[config.mk]
export PLATFORM = sky130hd
export DESIGN_NAME = alu_seq_ctrl
export DESIGN_NICKNAME = d
export VERILOG_FILES = /design/src/rtl/alu_seq_pkg.sv /design/src/rtl/alu_seq_rsp_reg.sv /design/src/rtl/alu_seq_ctrl.sv
export SDC_FILE = /design/constraint.sdc
export NUM_CORES = 1
export LEC_CHECK = 0
export CORE_AREA = 2 2 71 73
export DETAILED_ROUTE_END_ITERATION = 12
export DIE_AREA = 0 0 73 75
export GPL_TIMING_DRIVEN = 0
export PLACE_DENSITY = 0.76
export SYNTH_ARGS = -nofsm -noshare
export SYNTH_HDL_FRONTEND = slang
export SYNTH_SLANG_ARGS = --single-unit
[constraint.sdc]
create_clock -name clk -period 2.1 [get_ports clk]
set_clock_uncertainty 0.1 [all_clocks]
set_input_delay 0.315 -clock clk [delete_from_list [all_inputs] [get_ports clk]]
set_output_delay 0.315 -clock clk [all_outputs]
set_load 0.01 [all_outputs]
[src/rtl/alu_seq_pkg.sv]
// Shared opcodes, response flag bit positions and FSM encoding for the
// accumulator-based ALU command sequencer.
package alu_seq_pkg;

  localparam int BUS_WIDTH = 8;
  localparam int OP_W      = 4;
  localparam int FLAG_W    = 5;

  localparam logic [OP_W-1:0] OP_LOAD      = 4'd0;
  localparam logic [OP_W-1:0] OP_ADD       = 4'd1;
  localparam logic [OP_W-1:0] OP_ADD_CARRY = 4'd2;
  localparam logic [OP_W-1:0] OP_SUB       = 4'd3;
  localparam logic [OP_W-1:0] OP_INC       = 4'd4;
  localparam logic [OP_W-1:0] OP_DEC       = 4'd5;
  localparam logic [OP_W-1:0] OP_AND       = 4'd6;
  localparam logic [OP_W-1:0] OP_NOT       = 4'd7;
  localparam logic [OP_W-1:0] OP_ROL       = 4'd8;
  localparam logic [OP_W-1:0] OP_ROR       = 4'd9;

  localparam int FLAG_CARRY   = 0;
  localparam int FLAG_BORROW  = 1;
  localparam int FLAG_ZERO    = 2;
  localparam int FLAG_PARITY  = 3;
  localparam int FLAG_INVALID = 4;

  typedef enum logic [1:0] {
    ST_IDLE  = 2'd0,
    ST_ISSUE = 2'd1,
    ST_RESP  = 2'd2
  } state_e;

endpackage

[src/rtl/alu_seq_rsp_reg.sv]
// One-entry response holding register: load captures y/flags and raises valid,
// a valid&ready handshake drops valid, clr empties it and zeroes the data.
module alu_seq_rsp_reg
  import alu_seq_pkg::*;
#(
  parameter int W = BUS_WIDTH
) (
  input  logic              clk,
  input  logic              clr,
  input  logic              load,
  input  logic [W-1:0]      load_y,
  input  logic [FLAG_W-1:0] load_flags,
  input  logic              ready,
  output logic              valid,
  output logic [W-1:0]      y,
  output logic [FLAG_W-1:0] flags
);

  logic              valid_q, valid_d;
  logic [W-1:0]      y_q, y_d;
  logic [FLAG_W-1:0] flags_q, flags_d;

  always_comb begin
    valid_d = valid_q;
    y_d     = y_q;
    flags_d = flags_q;
    if (load) begin
      valid_d = 1'b1;
      y_d     = load_y;
      flags_d = load_flags;
    end else if (valid_q && ready) begin
      valid_d = 1'b0;
    end
  end

  always_ff @(posedge clk) begin
    if (clr) begin
      valid_q <= 1'b0;
      y_q     <= '0;
      flags_q <= '0;
    end else begin
      valid_q <= valid_d;
      y_q     <= y_d;
      flags_q <= flags_d;
    end
  end

  assign valid = valid_q;
  assign y     = y_q;
  assign flags = flags_q;

endmodule

[src/rtl/alu_seq_ctrl.sv]
// Accumulator command sequencer driving an external combinational ALU.
// Optional sticky invalid-op flag: define ALU_SEQ_STICKY_ERR_EN.
//
// Handshakes: a transfer happens on a rising edge where valid && ready are both
// high; the initiator holds valid and payload stable until that edge, and the
// receiver may drive ready independently of valid.
module alu_seq_ctrl
  import alu_seq_pkg::*;
#(
  parameter int BW = BUS_WIDTH
) (
  input  logic              clk,
  input  logic              rst,
  input  logic              cmd_valid,
  output logic              cmd_ready,
  input  logic [3:0]        cmd_opcode,
  input  logic [BW-1:0]     cmd_operand,
  output logic [BW-1:0]     alu_a,
  output logic [BW-1:0]     alu_b,
  output logic              alu_carry_in,
  output logic [3:0]        alu_opcode,
  input  logic [BW-1:0]     alu_y,
  input  logic              alu_carry_out,
  input  logic              alu_borrow,
  input  logic              alu_zero,
  input  logic              alu_parity,
  input  logic              alu_invalid_op,
  output logic              rsp_valid,
  input  logic              rsp_ready,
  output logic [BW-1:0]     rsp_y,
  output logic [FLAG_W-1:0] rsp_flags,
  output logic              err_sticky,
  output logic [1:0]        dbg_state
);

  state_e          state_q, state_d;
  logic [3:0]      op_q, op_d;
  logic [BW-1:0]   operand_q, operand_d;
  logic [BW-1:0]   acc_q, acc_d;
  logic            carry_q, carry_d;
  logic [BW-1:0]   alu_a_q, alu_a_d;
  logic [BW-1:0]   alu_b_q, alu_b_d;
  logic            alu_cin_q, alu_cin_d;
  logic [3:0]      alu_op_q, alu_op_d;
  logic            cmd_ready_q, cmd_ready_d;

  logic              rsp_load;
  logic [BW-1:0]     rsp_load_y;
  logic [FLAG_W-1:0] rsp_load_flags;

  always_comb begin
    state_d        = state_q;
    op_d           = op_q;
    operand_d      = operand_q;
    acc_d          = acc_q;
    carry_d        = carry_q;
    alu_a_d        = alu_a_q;
    alu_b_d        = alu_b_q;
    alu_cin_d      = alu_cin_q;
    alu_op_d       = 4'd0;
    rsp_load       = 1'b0;
    rsp_load_y     = '0;
    rsp_load_flags = '0;
    unique case (state_q)
      ST_IDLE: begin
        // LOAD also passes through ISSUE so both command kinds share one latency;
        // its opcode is 0, so the ALU bus shows no operation for it.
        if (cmd_valid && cmd_ready_q) begin
          op_d      = cmd_opcode;
          operand_d = cmd_operand;
          alu_a_d   = acc_q;
          alu_b_d   = cmd_operand;
          alu_cin_d = carry_q;
          alu_op_d  = cmd_opcode;
          state_d   = ST_ISSUE;
        end
      end
      ST_ISSUE: begin
        rsp_load = 1'b1;
        state_d  = ST_RESP;
        if (op_q == OP_LOAD) begin
          acc_d                       = operand_q;
          carry_d                     = 1'b0;
          rsp_load_y                  = operand_q;
          rsp_load_flags[FLAG_PARITY] = ^operand_q;
          rsp_load_flags[FLAG_ZERO]   = (operand_q == '0);
        end else begin
          rsp_load_flags[FLAG_CARRY]   = alu_carry_out;
          rsp_load_flags[FLAG_BORROW]  = alu_borrow;
          rsp_load_flags[FLAG_ZERO]    = alu_zero;
          rsp_load_flags[FLAG_PARITY]  = alu_parity;
          rsp_load_flags[FLAG_INVALID] = alu_invalid_op;
          if (!alu_invalid_op) begin
            acc_d      = alu_y;
            carry_d    = alu_carry_out;
            rsp_load_y = alu_y;
          end
        end
      end
      ST_RESP: begin
        if (rsp_valid && rsp_ready) state_d = ST_IDLE;
      end
      default: state_d = ST_IDLE;
    endcase
    cmd_ready_d = (state_d == ST_IDLE);
  end

  always_ff @(posedge clk) begin
    if (rst) begin
      state_q     <= ST_IDLE;
      op_q        <= '0;
      operand_q   <= '0;
      acc_q       <= '0;
      carry_q     <= 1'b0;
      alu_a_q     <= '0;
      alu_b_q     <= '0;
      alu_cin_q   <= 1'b0;
      alu_op_q    <= '0;
      cmd_ready_q <= 1'b0;
    end else begin
      state_q     <= state_d;
      op_q        <= op_d;
      operand_q   <= operand_d;
      acc_q       <= acc_d;
      carry_q     <= carry_d;
      alu_a_q     <= alu_a_d;
      alu_b_q     <= alu_b_d;
      alu_cin_q   <= alu_cin_d;
      alu_op_q    <= alu_op_d;
      cmd_ready_q <= cmd_ready_d;
    end
  end

  alu_seq_rsp_reg #(.W(BW)) u_rsp_reg (
    .clk        (clk),
    .clr        (rst),
    .load       (rsp_load),
    .load_y     (rsp_load_y),
    .load_flags (rsp_load_flags),
    .ready      (rsp_ready),
    .valid      (rsp_valid),
    .y          (rsp_y),
    .flags      (rsp_flags)
  );

`ifdef ALU_SEQ_STICKY_ERR_EN
  logic err_q, err_d;

  always_comb begin
    err_d = err_q;
    if (state_q == ST_ISSUE && op_q != OP_LOAD && alu_invalid_op) err_d = 1'b1;
  end

  always_ff @(posedge clk) begin
    if (rst) err_q <= 1'b0;
    else     err_q <= err_d;
  end

  assign err_sticky = err_q;
`else
  assign err_sticky = 1'b0;
`endif

  assign cmd_ready    = cmd_ready_q;
  assign alu_a        = alu_a_q;
  assign alu_b        = alu_b_q;
  assign alu_carry_in = alu_cin_q;
  assign alu_opcode   = alu_op_q;
  assign dbg_state    = state_q;

endmodule

==> impl_metrics.env, run 1 <==
export IMPL_status="finished clean"
export IMPL_portBuffers=66
export IMPL_powerDensity_mw_per_mm2=697
export IMPL_crit_end="acc_q[4]$_SDFFE_PP0P_"
export IMPL_rrSetupSlack_ns=0.16
export IMPL_clkLatencyLatePin_ns=0.31
export IMPL_relSlewSlack_pct=46.2
export IMPL_synth_area_mm2=0.00203
export IMPL_cp_top_family="simple AND/OR/NAND/NOR gates"
export IMPL_synth_nets=259
export IMPL_htree_levels=2
export IMPL_cts_resized=0
export IMPL_cellLeakagePower_uw=0.00101
export IMPL_num_io_pins=68
export IMPL_critical_path_cell_count=3
export IMPL_ys_ff_latch=51
export IMPL_via_count=1849
export IMPL_crit_start="op_q[1]$_SDFFE_PP0P_"
export IMPL_cts_tree="built"
export IMPL_drv_slew=0
export IMPL_cts_buffers=5
export IMPL_cp_end_kind="register"
export IMPL_die_area_mm2=0.00548
export IMPL_r2r_start="op_q[1]$_SDFFE_PP0P_"
export IMPL_critPathKind="register to register"
export IMPL_maxCapViolCount=0
export IMPL_cp_arrival_ns=2.04
export IMPL_slowest_stage="nor4_1"
export IMPL_setup_viol=0
export IMPL_hp_class="register to register"
export IMPL_hold_worst_slack_ns=0.360
export IMPL_synth_distinct_cells=34
export IMPL_postLayoutCellArea_mm2=0.00286
export IMPL_dp_hpwl_um=3580
export IMPL_routed_via_density=5.22
export IMPL_dpl_cell_area_mm2=0.00276
export IMPL_timing_rr_end="acc_q[4]$_SDFFE_PP0P_"
export IMPL_track_usage_pct=19.7
export IMPL_start_util_pct=43.6
export IMPL_worst_pin_slew_ns=0.800
export IMPL_hold_buffers=0
export IMPL_synth_mux_area_share_pct=3.94
export IMPL_max_stage_delay_ns=0.71
export IMPL_peakVddDrop_v=0.000520
export IMPL_die_x_um=73
export IMPL_synth_simple_area_share_pct=20.0
export IMPL_drtIter0Drc=158
export IMPL_fin_nets=332
export IMPL_clock_sinks=51
export IMPL_period_needed_ns=1.94
export IMPL_insertedDiodeCount=0
export IMPL_clockBufferDepth=2
export IMPL_grt_antenna_before_repair=0
export IMPL_worstPathMaxFanout=7
export IMPL_rsz0062_at_grt="no"
export IMPL_ys_seq_area_share_pct=50.2
export IMPL_clk_pin_slew_ns=0.09
export IMPL_drive_gt1_share_pct=5.33
export IMPL_finalHoldViolCount=0
export IMPL_synth_compound_area_share_pct=16.1
export IMPL_fin_crit_sh_pct=92.6
export IMPL_die_h_um=75
export IMPL_fin_setup_tns_ns=0
export IMPL_wl_per_cell_um=14.1
export IMPL_area_delta_synth_final_pct=40.7
export IMPL_synthAdderAreaFrac_pct=2.46
export IMPL_r2r_cells=3
export IMPL_clock_root_buffer="clkbuf_8"
export IMPL_core_mm2=0.00466
export IMPL_fmax_mhz=514
export IMPL_synth_top_family_by_area="simple AND/OR/NAND/NOR gates"
export IMPL_path_cells="nor4_1 > o22ai_1 > o2bb2ai_1"
export IMPL_grt_overflow=0
export IMPL_drt_wl_total_um=4980
export IMPL_grt_max_degree=15
export IMPL_ant_nets=0
export IMPL_synth_xor_area_share_pct=1.29
export IMPL_syn_avg_cell_area_um2=9.00
export IMPL_yosysWarnings=0
export IMPL_dr_pass1_iters=4
export IMPL_critPathRequiredTime_ns=2.19
export IMPL_remaining_drc_errors=0
export IMPL_grt_pass1_vias=1723
export IMPL_grt_pass1_wl_um=8250
export IMPL_start_kind="register"
export IMPL_synth_cells=226
export IMPL_gp_congestion=0.789
export IMPL_worstPathBufferInverterCount=0
export IMPL_rows=25
export IMPL_cts_setup_buffers=0
## through the flow
step	power [uW]	utilization [%]	setup slack (ns)	instances
3_3_place_gp	1390	59.2	0.0614	346
2_1_floorplan	1240	-	0.528	226
5_1_grt	2080	61.4	0.0722	354
4_1_cts	2000	61.4	0.176	354
3_5_place_dp	1400	59.2	0.0330	346
6_report	1990	61.4	0.155	354
## flip-flops by register name, summed over array words and instances (netlist names)
register	cells
alu_carry_in	1
cmd_ready	1
u_rsp_reg.valid	1
u_rsp_reg.y	8
alu_opcode	4
alu_a	8
acc_q	8
dbg_state	2
carry_q	1
op_q	4
alu_b	8
u_rsp_reg.flags	5
## metal layers
metal  GRT usage, %  up-vias  wire length (um)
li1               -      918                 -
met3           4.82        6               343
met1           26.2      849              2370
met2           31.8       76              2200
met4           6.17        0                65
met5              0        -                 0
## worst min-delay path by stage
stage / startpoint / to / slack, ns / depth (start not counted)
after global placement: u_rsp_reg.flags[1]$_SDFFE_PP0P_ / u_rsp_reg.flags[1]$_SDFFE_PP0P_ / 0.34 / 2
after global routing: u_rsp_reg.flags[1]$_SDFFE_PP0P_ / u_rsp_reg.flags[1]$_SDFFE_PP0P_ / 0.39 / 2
final: u_rsp_reg.flags[1]$_SDFFE_PP0P_ / u_rsp_reg.flags[1]$_SDFFE_PP0P_ / 0.36 / 2
after detailed placement: u_rsp_reg.y[2]$_SDFFE_PP0P_ / u_rsp_reg.y[2]$_SDFFE_PP0P_ / 0.35 / 1
after CTS: u_rsp_reg.flags[1]$_SDFFE_PP0P_ / u_rsp_reg.flags[1]$_SDFFE_PP0P_ / 0.36 / 2
after floorplan: acc_q[7]$_SDFFE_PP0P_ / alu_a[7]$_SDFFE_PP0P_ / 0.33 / 2
## logic make-up (layout without fill, tap and decap cells)
kind of cell | count (synthesis) | in the layout
compound gates | 50 | 50
xor+xnor | 3 | 3
fa+ha+maj | 4 | 4
buf+inv | 25 | 99
flops | 51 | 51
mux | 8 | 8
other cells | 1 | 1
simple gates | 84 | 84
## worst reg2reg max path: stages (launching register included)
cell	delay, ns
dfxtp_1	0.33
nor4_1	0.71
o22ai_1	0.45
o2bb2ai_1	0.24
## cell usage after synthesis
| library cell | number | area share, % |
|---|---|---|
| buf_4 | 1 | 0.37 |
| or4_4 | 1 | 0.55 |
| xnor2_1 | 3 | 1.3 |
| inv_1 | 9 | 1.7 |
| o221a_2 | 2 | 1.1 |
| nand4_1 | 2 | 0.62 |
| and4_1 | 2 | 0.86 |
| o22ai_1 | 1 | 0.31 |
| nand3b_1 | 3 | 1.1 |
| buf_6 | 1 | 0.55 |
| and3_1 | 4 | 1.2 |
| buf_8 | 1 | 0.74 |
| nand4bb_1 | 1 | 0.55 |
| nand3_1 | 3 | 0.74 |
| nor4_1 | 1 | 0.31 |
| conb_1 | 1 | 0.18 |
| buf_1 | 1 | 0.18 |
| dfxtp_1 | 51 | 50 |
| clkbuf_1 | 10 | 1.8 |
| ha_1 | 4 | 2.5 |
| nor4bb_1 | 1 | 0.49 |
| o311ai_2 | 1 | 0.80 |
| nand2_1 | 51 | 9.4 |
| o2bb2ai_1 | 12 | 5.2 |
| nor2b_1 | 5 | 1.5 |
| nand2b_1 | 3 | 0.92 |
| o21ai_0 | 4 | 0.98 |
| and2b_1 | 2 | 0.74 |
| buf_2 | 2 | 0.49 |
| mux2i_1 | 8 | 3.9 |
| nor2_1 | 5 | 0.92 |
| a21oi_1 | 26 | 6.4 |
| o21a_1 | 1 | 0.37 |
| a31oi_1 | 3 | 0.92 |
## power by group
| part | total (uW) | switching [uW] | internal (uW) | leakage, uW |
|---|---|---|---|---|
| Sequential | 1020 | 25.0 | 999 | 0.000413 |
| Clock | 622 | 320 | 301 | 0.0000515 |
| Combinational | 349 | 169 | 180 | 0.000543 |
| Total | 1990 | 514 | 1480 | 0.00101 |
## final cells by class
class / count / area [um^2]
multi-input combinational: 150 / 893
inverter: 9 / 33.8
sequential: 51 / 1020
clock buffer: 8 / 100
buffer: 16 / 85.1
fill: 422 / 1800
tap: 54 / 67.6
timing repair buffer: 66 / 661
## layout by cell type, fill, tap and decap left out, types with 2 or more instances in the layout
master / Yosys / final
nand2_1: 51 / 51
nand4_1: 2 / 2
nand3b_1: 3 / 3
nor2b_1: 5 / 5
and3_1: 4 / 4
clkbuf_8: 0 / 7
a21oi_1: 26 / 26
clkbuf_1: 10 / 11
a31oi_1: 3 / 3
ha_1: 4 / 4
o2bb2ai_1: 12 / 12
and4_1: 2 / 2
nand2b_1: 3 / 3
o21ai_0: 4 / 4
buf_2: 2 / 2
xnor2_1: 3 / 3
mux2i_1: 8 / 8
clkdlybuf4s50_1: 0 / 66
o221a_2: 2 / 2
dfxtp_1: 51 / 51
and2b_1: 2 / 2
inv_1: 9 / 9
nand3_1: 3 / 3
nor2_1: 5 / 5
(Power assumes the default switching activity.)
==> run 2, diff against run 1 <==
--- a/config.mk
+++ b/config.mk
@@ -10,6 +10,7 @@
 export DIE_AREA = 0 0 73 75
 export GPL_TIMING_DRIVEN = 0
 export PLACE_DENSITY = 0.76
+export SKIP_LAST_GASP = 1
 export SYNTH_ARGS = -nofsm -noshare
 export SYNTH_HDL_FRONTEND = slang
 export SYNTH_SLANG_ARGS = --single-unit
==> results of run 2 <==
Final layout, timing and power as in run 1 (identical DEF).
==> run 3, diff against run 2 <==
--- a/config.mk
+++ b/config.mk
@@ -5,6 +5,7 @@
 export SDC_FILE = /design/constraint.sdc
 export NUM_CORES = 1
 export LEC_CHECK = 0
+export ABC_CLOCK_PERIOD_IN_PS = 2100
 export CORE_AREA = 2 2 71 73
 export DETAILED_ROUTE_END_ITERATION = 12
 export DIE_AREA = 0 0 73 75
==> results of run 3 <==
Final layout, timing and power as in run 1 (identical DEF).
